**src/rtl/mmu_seq_ctrl.sv**
```systemverilog
// Sequencer that streams input-bank bytes into the MMU core and stores its
// 9-bit results into the output bank, with timeout and overflow reporting.
module mmu_seq_ctrl #(
  parameter int IN_WORDS  = 64,
  parameter int OUT_WORDS = 160,
  parameter int TIMEOUT   = 4096
) (
  input  logic        HCLK,
  input  logic        HRESETn,
  input  logic        start_i,
  input  logic [8:0]  len_i,
  output logic [5:0]  in_rd_addr_o,
  input  logic [31:0] in_rd_data_i,
  output logic [7:0]  mmu_input_data_o,
  output logic        mmu_valid_input_o,
  input  logic        mmu_read_ram_i,
  input  logic [8:0]  mmu_read_data_i,
  input  logic        mmu_finish_i,
  output logic        out_wr_en_o,
  output logic [7:0]  out_wr_addr_o,
  output logic [31:0] out_wr_data_o,
  output logic        busy_o,
  output logic        done_o,
  output logic        err_o,
  output logic [7:0]  out_cnt_o
);

  localparam int WCW = $clog2(TIMEOUT + 1);
  localparam logic [7:0]     OUT_MAX  = 8'(OUT_WORDS);
  localparam logic [WCW-1:0] WAIT_END = WCW'(TIMEOUT - 1);

  // A 256-byte job addresses 64 words; a smaller bank cannot hold it.
  if (IN_WORDS < 64) begin : g_bad_in_words
    $error("mmu_seq_ctrl: IN_WORDS must be at least 64");
  end

  typedef enum logic [1:0] {IDLE, FEED, WAIT, DONE} state_t;

  state_t         state_q, state_d;
  logic [8:0]     len_q, len_d;
  logic [8:0]     idx_q, idx_d;
  logic [5:0]     addr_q, addr_d;
  logic [7:0]     out_cnt_q, out_cnt_d;
  logic [WCW-1:0] wait_q, wait_d;
  logic           done_q, done_d;
  logic           err_q, err_d;
  logic           capture;
  logic           wr_en;

  always_ff @(posedge HCLK or negedge HRESETn) begin
    if (!HRESETn) begin
      state_q   <= IDLE;
      len_q     <= '0;
      idx_q     <= '0;
      addr_q    <= '0;
      out_cnt_q <= '0;
      wait_q    <= '0;
      done_q    <= 1'b0;
      err_q     <= 1'b0;
    end else begin
      state_q   <= state_d;
      len_q     <= len_d;
      idx_q     <= idx_d;
      addr_q    <= addr_d;
      out_cnt_q <= out_cnt_d;
      wait_q    <= wait_d;
      done_q    <= done_d;
      err_q     <= err_d;
    end
  end

  always_comb begin
    state_d   = state_q;
    len_d     = len_q;
    idx_d     = idx_q;
    addr_d    = addr_q;
    out_cnt_d = out_cnt_q;
    wait_d    = wait_q;
    done_d    = done_q;
    err_d     = err_q;
    capture   = ((state_q == FEED) || (state_q == WAIT)) && mmu_read_ram_i;
    wr_en     = capture && (out_cnt_q != OUT_MAX);

    case (state_q)
      IDLE: begin
        if (start_i) begin
          len_d     = len_i;
          idx_d     = '0;
          out_cnt_d = '0;
          wait_d    = '0;
          done_d    = 1'b0;
          err_d     = 1'b0;
          if (len_i == 9'd0) begin
            state_d = WAIT;
          end else if (len_i > 9'd256) begin
            err_d   = 1'b1;
            done_d  = 1'b1;
            state_d = DONE;
          end else begin
            state_d = FEED;
          end
        end
      end
      FEED: begin
        addr_d = idx_q[7:2];
        idx_d  = idx_q + 9'd1;
        if (mmu_finish_i) err_d = 1'b1;
        if (idx_q == len_q - 9'd1) begin
          state_d = WAIT;
          wait_d  = '0;
        end
      end
      WAIT: begin
        wait_d = wait_q + 1'b1;
        if (mmu_finish_i) begin
          done_d  = 1'b1;
          state_d = DONE;
        end else if (wait_q == WAIT_END) begin
          err_d   = 1'b1;
          done_d  = 1'b1;
          state_d = DONE;
        end
      end
      DONE: state_d = IDLE;
      default: state_d = IDLE;
    endcase

    // A full output bank drops the result and flags it instead of wrapping.
    if (capture) begin
      if (wr_en) out_cnt_d = out_cnt_q + 8'd1;
      else       err_d     = 1'b1;
    end
  end

  assign in_rd_addr_o      = (state_q == FEED) ? idx_q[7:2] : addr_q;
  assign mmu_valid_input_o = (state_q == FEED);
  assign mmu_input_data_o  = (state_q == FEED) ? in_rd_data_i[{idx_q[1:0], 3'b000} +: 8] : 8'd0;
  assign out_wr_en_o       = wr_en;
  assign out_wr_addr_o     = out_cnt_q;
  assign out_wr_data_o     = wr_en ? {23'b0, mmu_read_data_i} : 32'd0;
  assign busy_o            = (state_q != IDLE);
  assign done_o            = done_q;
  assign err_o             = err_q;
  assign out_cnt_o         = out_cnt_q;

endmodule

```
**config.mk**
```make
export PLATFORM = sky130hd
export DESIGN_NAME = mmu_seq_ctrl
export DESIGN_NICKNAME = d
export VERILOG_FILES = /design/src/rtl/mmu_seq_ctrl.sv
export SDC_FILE = /design/constraint.sdc
export NUM_CORES = 1
export LEC_CHECK = 0
export CORE_ASPECT_RATIO = 0.9
export CORE_UTILIZATION = 48
export CTS_BUF_LIST = sky130_fd_sc_hd__clkbuf_4
export CTS_CLUSTER_SIZE = 24
export DETAILED_ROUTE_END_ITERATION = 6
export PLACE_DENSITY = 0.83
export SLEW_MARGIN = 10
export SYNTH_ARGS = -nofsm -noshare
export SYNTH_HDL_FRONTEND = slang
export SYNTH_SLANG_ARGS = --single-unit
```
**constraint.sdc**
```tcl
create_clock -name HCLK -period 2.8 [get_ports HCLK]
set_input_delay 0.84 -clock HCLK [delete_from_list [all_inputs] [get_ports HCLK]]
set_output_delay 0.84 -clock HCLK [all_outputs]
set_load 0.05 [all_outputs]
```
==> Yosys cells after proc, flatten, opt, wreduce, memory -nomap -nowiden <==
Cells that the tools add are included.
{ "word_totals": {"ff_bits": 49, "in_bits": 55, "output_inout_bits": 67, "word_cells": 69} }
{ "op_classes": {"n_addsub": 4, "n_lt_le_gt_ge": 1, "n_eq_ne": 9, "shifts": 1, "mux": 32, "reduce_logical": 14} }
{ "ops": {"columns": ["op", "n"], "rows": [
  ["two-way mux 8 bit", 5],
  ["case mux 13 bit (3 select lines)", 1],
  ["variable part select 32 x 6 -> 8 bit", 1],
  ["two-way mux 13 bit", 2],
  ["two-way mux 9 bit", 2],
  ["case mux 9 bit (2 select lines)", 1],
  ["adder 13 x 1 -> 13 bit, second input constant", 1],
  ["== test 13 x 12 -> 1 bit, second input constant", 1],
  ["two-way mux 2 bit", 6],
  ["two-way mux 1 bit", 11],
  ["adder 9 x 1 -> 9 bit, second input constant", 1],
  ["== test 9 bit", 1],
  ["> comparator 9 bit, second input constant", 1],
  ["logical NOT 9 bit", 1],
  ["AND reduction 3 bit", 3],
  ["subtractor 9 x 1 -> 9 bit, second input constant", 1],
  ["adder 8 x 1 -> 8 bit, second input constant", 1],
  ["!= test 8 bit, second input constant", 1],
  ["case mux 2 bit (4 select lines)", 1],
  ["two-way mux 6 bit", 1],
  ["nonzero test 2 bit", 3],
  ["== test 2 bit, second input constant", 2],
  ["AND reduction 2 bit", 2],
  ["!= test 3 x 2 -> 1 bit, second input constant", 1],
  ["9 further kinds", 10]
]} }

==> Logic depth before layout (Yosys ltp) <==
{ "depth": {"ltp_word": 7, "mapped_depth": 9, "depth_no_buf": 9} }

==> Least setup slack after synthesis <==
No wires, ideal clock.
{ "synth_timing": {"path_type": "register to output", "startpoint": "register out_cnt_q[0], in the netlist out_cnt_o[0]", "endpoint": "output port out_wr_data_o[0]", "arrival_ns": 2.669, "required_ns": 1.960, "path_slack_ns": -0.709, "path_stages_with_launch": 9, "path_buffers": 1, "cell_sequence": "dfrtp_1 > inv_1 > ha_1 > nand4b_1 > or4_1 > nand3_1 > inv_1 > clkbuf_1 > and2_1"} }
{ "synth_via": {"elab_chain_cells": 3} }
{ "synth_rtl": {"columns": ["item", "line_no", "rtl"], "rows": [
  ["start, declared", "43", "logic [7:0] out_cnt_q, out_cnt_d;"],
  ["start signal, assigned", "65", "out_cnt_q <= out_cnt_d;"],
  ["!= test 8 bit", "82", "wr_en = capture && (out_cnt_q != OUT_MAX);"],
  ["logical AND 1 bit", "82", null],
  ["named net out_wr_en_o", "19", "output logic out_wr_en_o,"],
  ["two-way mux 9 bit", "140", "assign out_wr_data_o = wr_en ? {23'b0, mmu_read_data_i} : 32'd0;"],
  ["end, declared", "21", "output logic [31:0] out_wr_data_o,"]
]} }
The timed path passes the listed nets, and every way through them passes these cells.

==> Worst setup path in the final report <==
{ "layout_timing": {"startpoint": "register out_cnt_q[0], in the netlist out_cnt_o[0]", "endpoint": "output port out_wr_data_o[0]"} }
{ "layout_via": {"elab_chain_cells": 3} }
{ "layout_rtl": {"columns": ["item", "line_no"], "rows": [
  ["!= test 8 bit", "82"],
  ["logical AND 1 bit", "82"],
  ["two-way mux 9 bit", "140"]
]} }
Every way passes these cells.

==> summary.md <==
| Metric | Value |
|---|---|
| Run status | finished, violations left |
| Failing checks | setup timing |
| H-tree levels | 2 |
| Final Max Slew Viols | 0 |
| Clock sinks | 49 |
| Ports | 122 |
| PD cells | 975 nW/um^2 |
| Sequential cell area fraction in the yosys report | 0.324 |
| Ant diodes | 0 |
| Ys flop type | dfrtp_1 |
| Sequential Power Share | 0.218 |
| Setup TNS Final | -1.89 ns |
| Max Freq | 334 MHz |
| CP startpoint | out_cnt_o[0] |
| Register Area | 1230 um^2 |
| GRT Util Overall | 0.238 |
| Drt wl/cell | 15.7 um |
| Yosys reg bits | 49 |
| DRT iter0 DRCs | 186 |
| Reg2reg setup slack | 0.16 ns |
| Die X | 95.7 um |
| CTS max path bufs | 2 |
| Max VDD drop | 0.000847 V |
| R2R Path Start | len_q[1] |
| Worst EP required | 1.96 ns |
| Nets | 567 |
| Number of fill cells | 600 |
| Worst skew pair latency | 0.38 ns |
| Core area | 7580 um^2 |
| Worst reg2reg path depth | 8 |
| CTS tree | built |
| Final Hold Viols | 0 |
| RSZ-0062 raised after global routing | true |
| Vias in the first global route | 3382 |
| Slew @ Worst Pin | 0.530 ns |
| Pre-antenna DRT Iters | 4 |
| Routed length on met1 | 3.91 mm |
| Critical path peak fanout | 9 |
| P_int | 2.49 mW |
| Area of the multi-input gates | 2270 um^2 |
| Syn Inst Count | 397 |
| Met2 WL | 4.73 mm |
| Final GP Congestion | 0.850 |
| Die height | 86.3 um |
| Met3 WL post-DR | 681 um |
| LEAKAGE | 2.29 nW |
| Root buffer cell | clkbuf_4 |
| Synth unique cells | 66 |
| Syn avg cell area | 9.55 um^2 |
| Drt drc | 0 |
| Final worst setup slack | -0.198 ns |
| Comb power frac | 0.696 |
| Min-delay worst type | primary input to asynchronous set/reset pin |
| WP data arrival | 2.16 ns |
| Clock skew | 0.0164 ns |
| Synthesis Warnings | 0 |
| Area grow syn2layout | 34.2% |
| First-pass GRT wire length | 15.4 mm |
| Post-route ant nets | 0 |
| Max-slew headroom | 0.646 |
| Pin count of the biggest net entering global routing | 24 |
| Net Switching | 2.47 mW |
| Port bufs | 98 |
| Final setup violation count | 10 |
| Number of synthesized flops with an enable pin | 0 |
| Final WL | 9.41 mm |
| Starting Density | 0.500 |
| GRT overflow | 0 |
| Vias per cell | 5.67 |
| DP HPWL | 7.23 mm |
| Crit. End Element | output port |
| Clock power frac | 0.087 |
| Tmin final | 3.00 ns |
| Setup CP Type | register to output port |
| Via count | 3393 |
| Period utilization | 1.07 |
| TritonCTS Buffers | 5 |
| Initial antenna violation count | 0 |
| MaxCap Viol Count | 0 |
| FP Rows | 30 |
| End of the worst register-to-register path | wait_q[2] |
| Hold slack | 0.411 ns |
| Die footprint | 8260 um^2 |
| Hold buffer count at cts | 0 |
| Layout cells sized above 1 | 0.279 |
| Sw Share | 0.498 |
| Setup crit end | out_wr_data_o[0] |
| Setup crit start kind | register |
| Ys async rst share | 1.00 |
| Clk slew on worst S/H paths | 0.15 ns |
| Commonest non-fill, non-tap cell in the layout | dfrtp_1 |
| Most frequent cells in the layout | dfrtp_1 (45), clkdlybuf4s50_1 (39), nand2_1 (38), buf_4 (35), dlygate4sd2_1 (32) |
| Post-Synthesis Cell Area | 3790 um^2 |
| Top routing layer used | met4 |
-- metrics by stage --
stage	util	instances	worst slack (ns)	total power [mW]	instance area, um^2
final	0.671	598	-0.198	4.96	5080
after global routing	0.671	598	-0.297	5.28	5080
after CTS	0.666	597	-0.208	4.89	5050
after detailed placement	0.647	587	-0.106	4.34	4910
after global placement	0.647	587	-0.0855	4.24	4910
after floorplan	-	419	0.0168	3.36	3910
-- state kept, by name (all words and copies together) (netlist names) --
| register | count |
|---|---|
| done_o | 1 |
| addr_q | 6 |
| idx_q | 9 |
| state_q | 2 |
| wait_q | 13 |
| err_o | 1 |
| out_cnt_o | 8 |
| len_q | 9 |
-- power groups by stage --
stage          Sequential [mW]  Combinational [mW]  Clock (mW)
2_1_floorplan             1.17                2.19           0
3_3_place_gp              1.07                3.18           0
3_5_place_dp              1.08                3.26           0
4_1_cts                   1.07                3.38       0.442
5_1_grt                   1.10                3.70       0.475
6_report                  1.08                3.45       0.430
-- layout make-up --
class | count | area share
Tap cell | 96 | 0.0236
Clock buffer | 5 | 0.00738
Inverter | 18 | 0.0133
Multi-Input combinational cell | 299 | 0.447
Sequential cell | 49 | 0.242
Timing Repair Buffer | 128 | 0.258
Clock inverter | 3 | 0.00910
-- critical path, cell delays in order, from the launching register on --
cell and delay, ns:
dfrtp_2 0.43, inv_1 0.06, ha_1 0.14, nand4b_1 0.11, or4_4 0.46, nand3_2 0.11
inv_2 0.06, buf_12 0.13, and2_4 0.14, buf_12 0.14
-- cell families (layout without fill, tap and decap cells) --
group | after synthesis | after routing | synth area share
AO/OA/AOI/OAI | 86 | 86 | 0.195
other | 1 | 23 | 0.000989
adder cells (fa/ha/maj) | 11 | 11 | 0.0363
multiplexers | 26 | 26 | 0.0997
XOR/XNOR | 12 | 12 | 0.0297
flip-flops | 49 | 49 | 0.324
buffers and inverters | 71 | 154 | 0.118
AND/OR/NAND/NOR | 141 | 141 | 0.196
-- synthesized netlist by cell type (all sizes together), types with 2 or more instances --
| master | instances | area, um^2 |
|---|---|---|
| a211o | 2 | 26.3 |
| a211oi | 2 | 15.0 |
| a21oi | 7 | 35.0 |
| a31oi | 6 | 37.5 |
| and2 | 23 | 144 |
| and3 | 6 | 37.5 |
| buf | 35 | 267 |
| clkbuf | 15 | 86.3 |
| dfrtp | 49 | 1230 |
| dlygate4sd1 | 3 | 26.3 |
| ha | 11 | 138 |
| inv | 18 | 67.6 |
| mux2 | 14 | 158 |
| mux2i | 4 | 40.0 |
| mux4 | 8 | 180 |
| nand2 | 39 | 149 |
| nand2b | 4 | 25.0 |
| nand3 | 10 | 50.1 |
| nand4 | 10 | 62.6 |
| nand4b | 2 | 17.5 |
| nor2 | 23 | 86.3 |
| nor2b | 4 | 25.0 |
| nor3 | 3 | 20.0 |
| nor4 | 4 | 25.0 |
| o211ai | 8 | 80.1 |
| o21ai | 25 | 125 |
| o221ai | 9 | 97.6 |
| o31a | 2 | 18.8 |
| o31ai | 2 | 15.0 |
| o41ai | 12 | 184 |
| or2 | 2 | 12.5 |
| or3 | 3 | 18.8 |
| or4 | 3 | 26.3 |
| xnor2 | 5 | 51.3 |
| xor2 | 7 | 61.3 |
-- timing repair --
action | in CTS | in global routing
endpoints found under the setup margin | 24 | 34
setup buffers | 2 | 1
resized for setup | 59 | 6
pin swaps | 8 | 0
-- worst min path at each step --
stage,cells past startpoint,to,slack (ns)
global route,1,addr_q[3],0.41
global placement,1,addr_q[3],0.48
finish,1,addr_q[3],0.41
CTS,1,addr_q[3],0.41
detailed placement,1,addr_q[4],0.49
floorplan,2,len_q[8],0.47
-- metal layers --
layer  vias to the layer above  global-route usage
met5                         -                   0
met4                         0              0.0638
met3                        14              0.0623
met2                       137               0.416
met1                      1637               0.290
li1                       1605                   -
No activity file was read; power rests on OpenSTA's default activity.
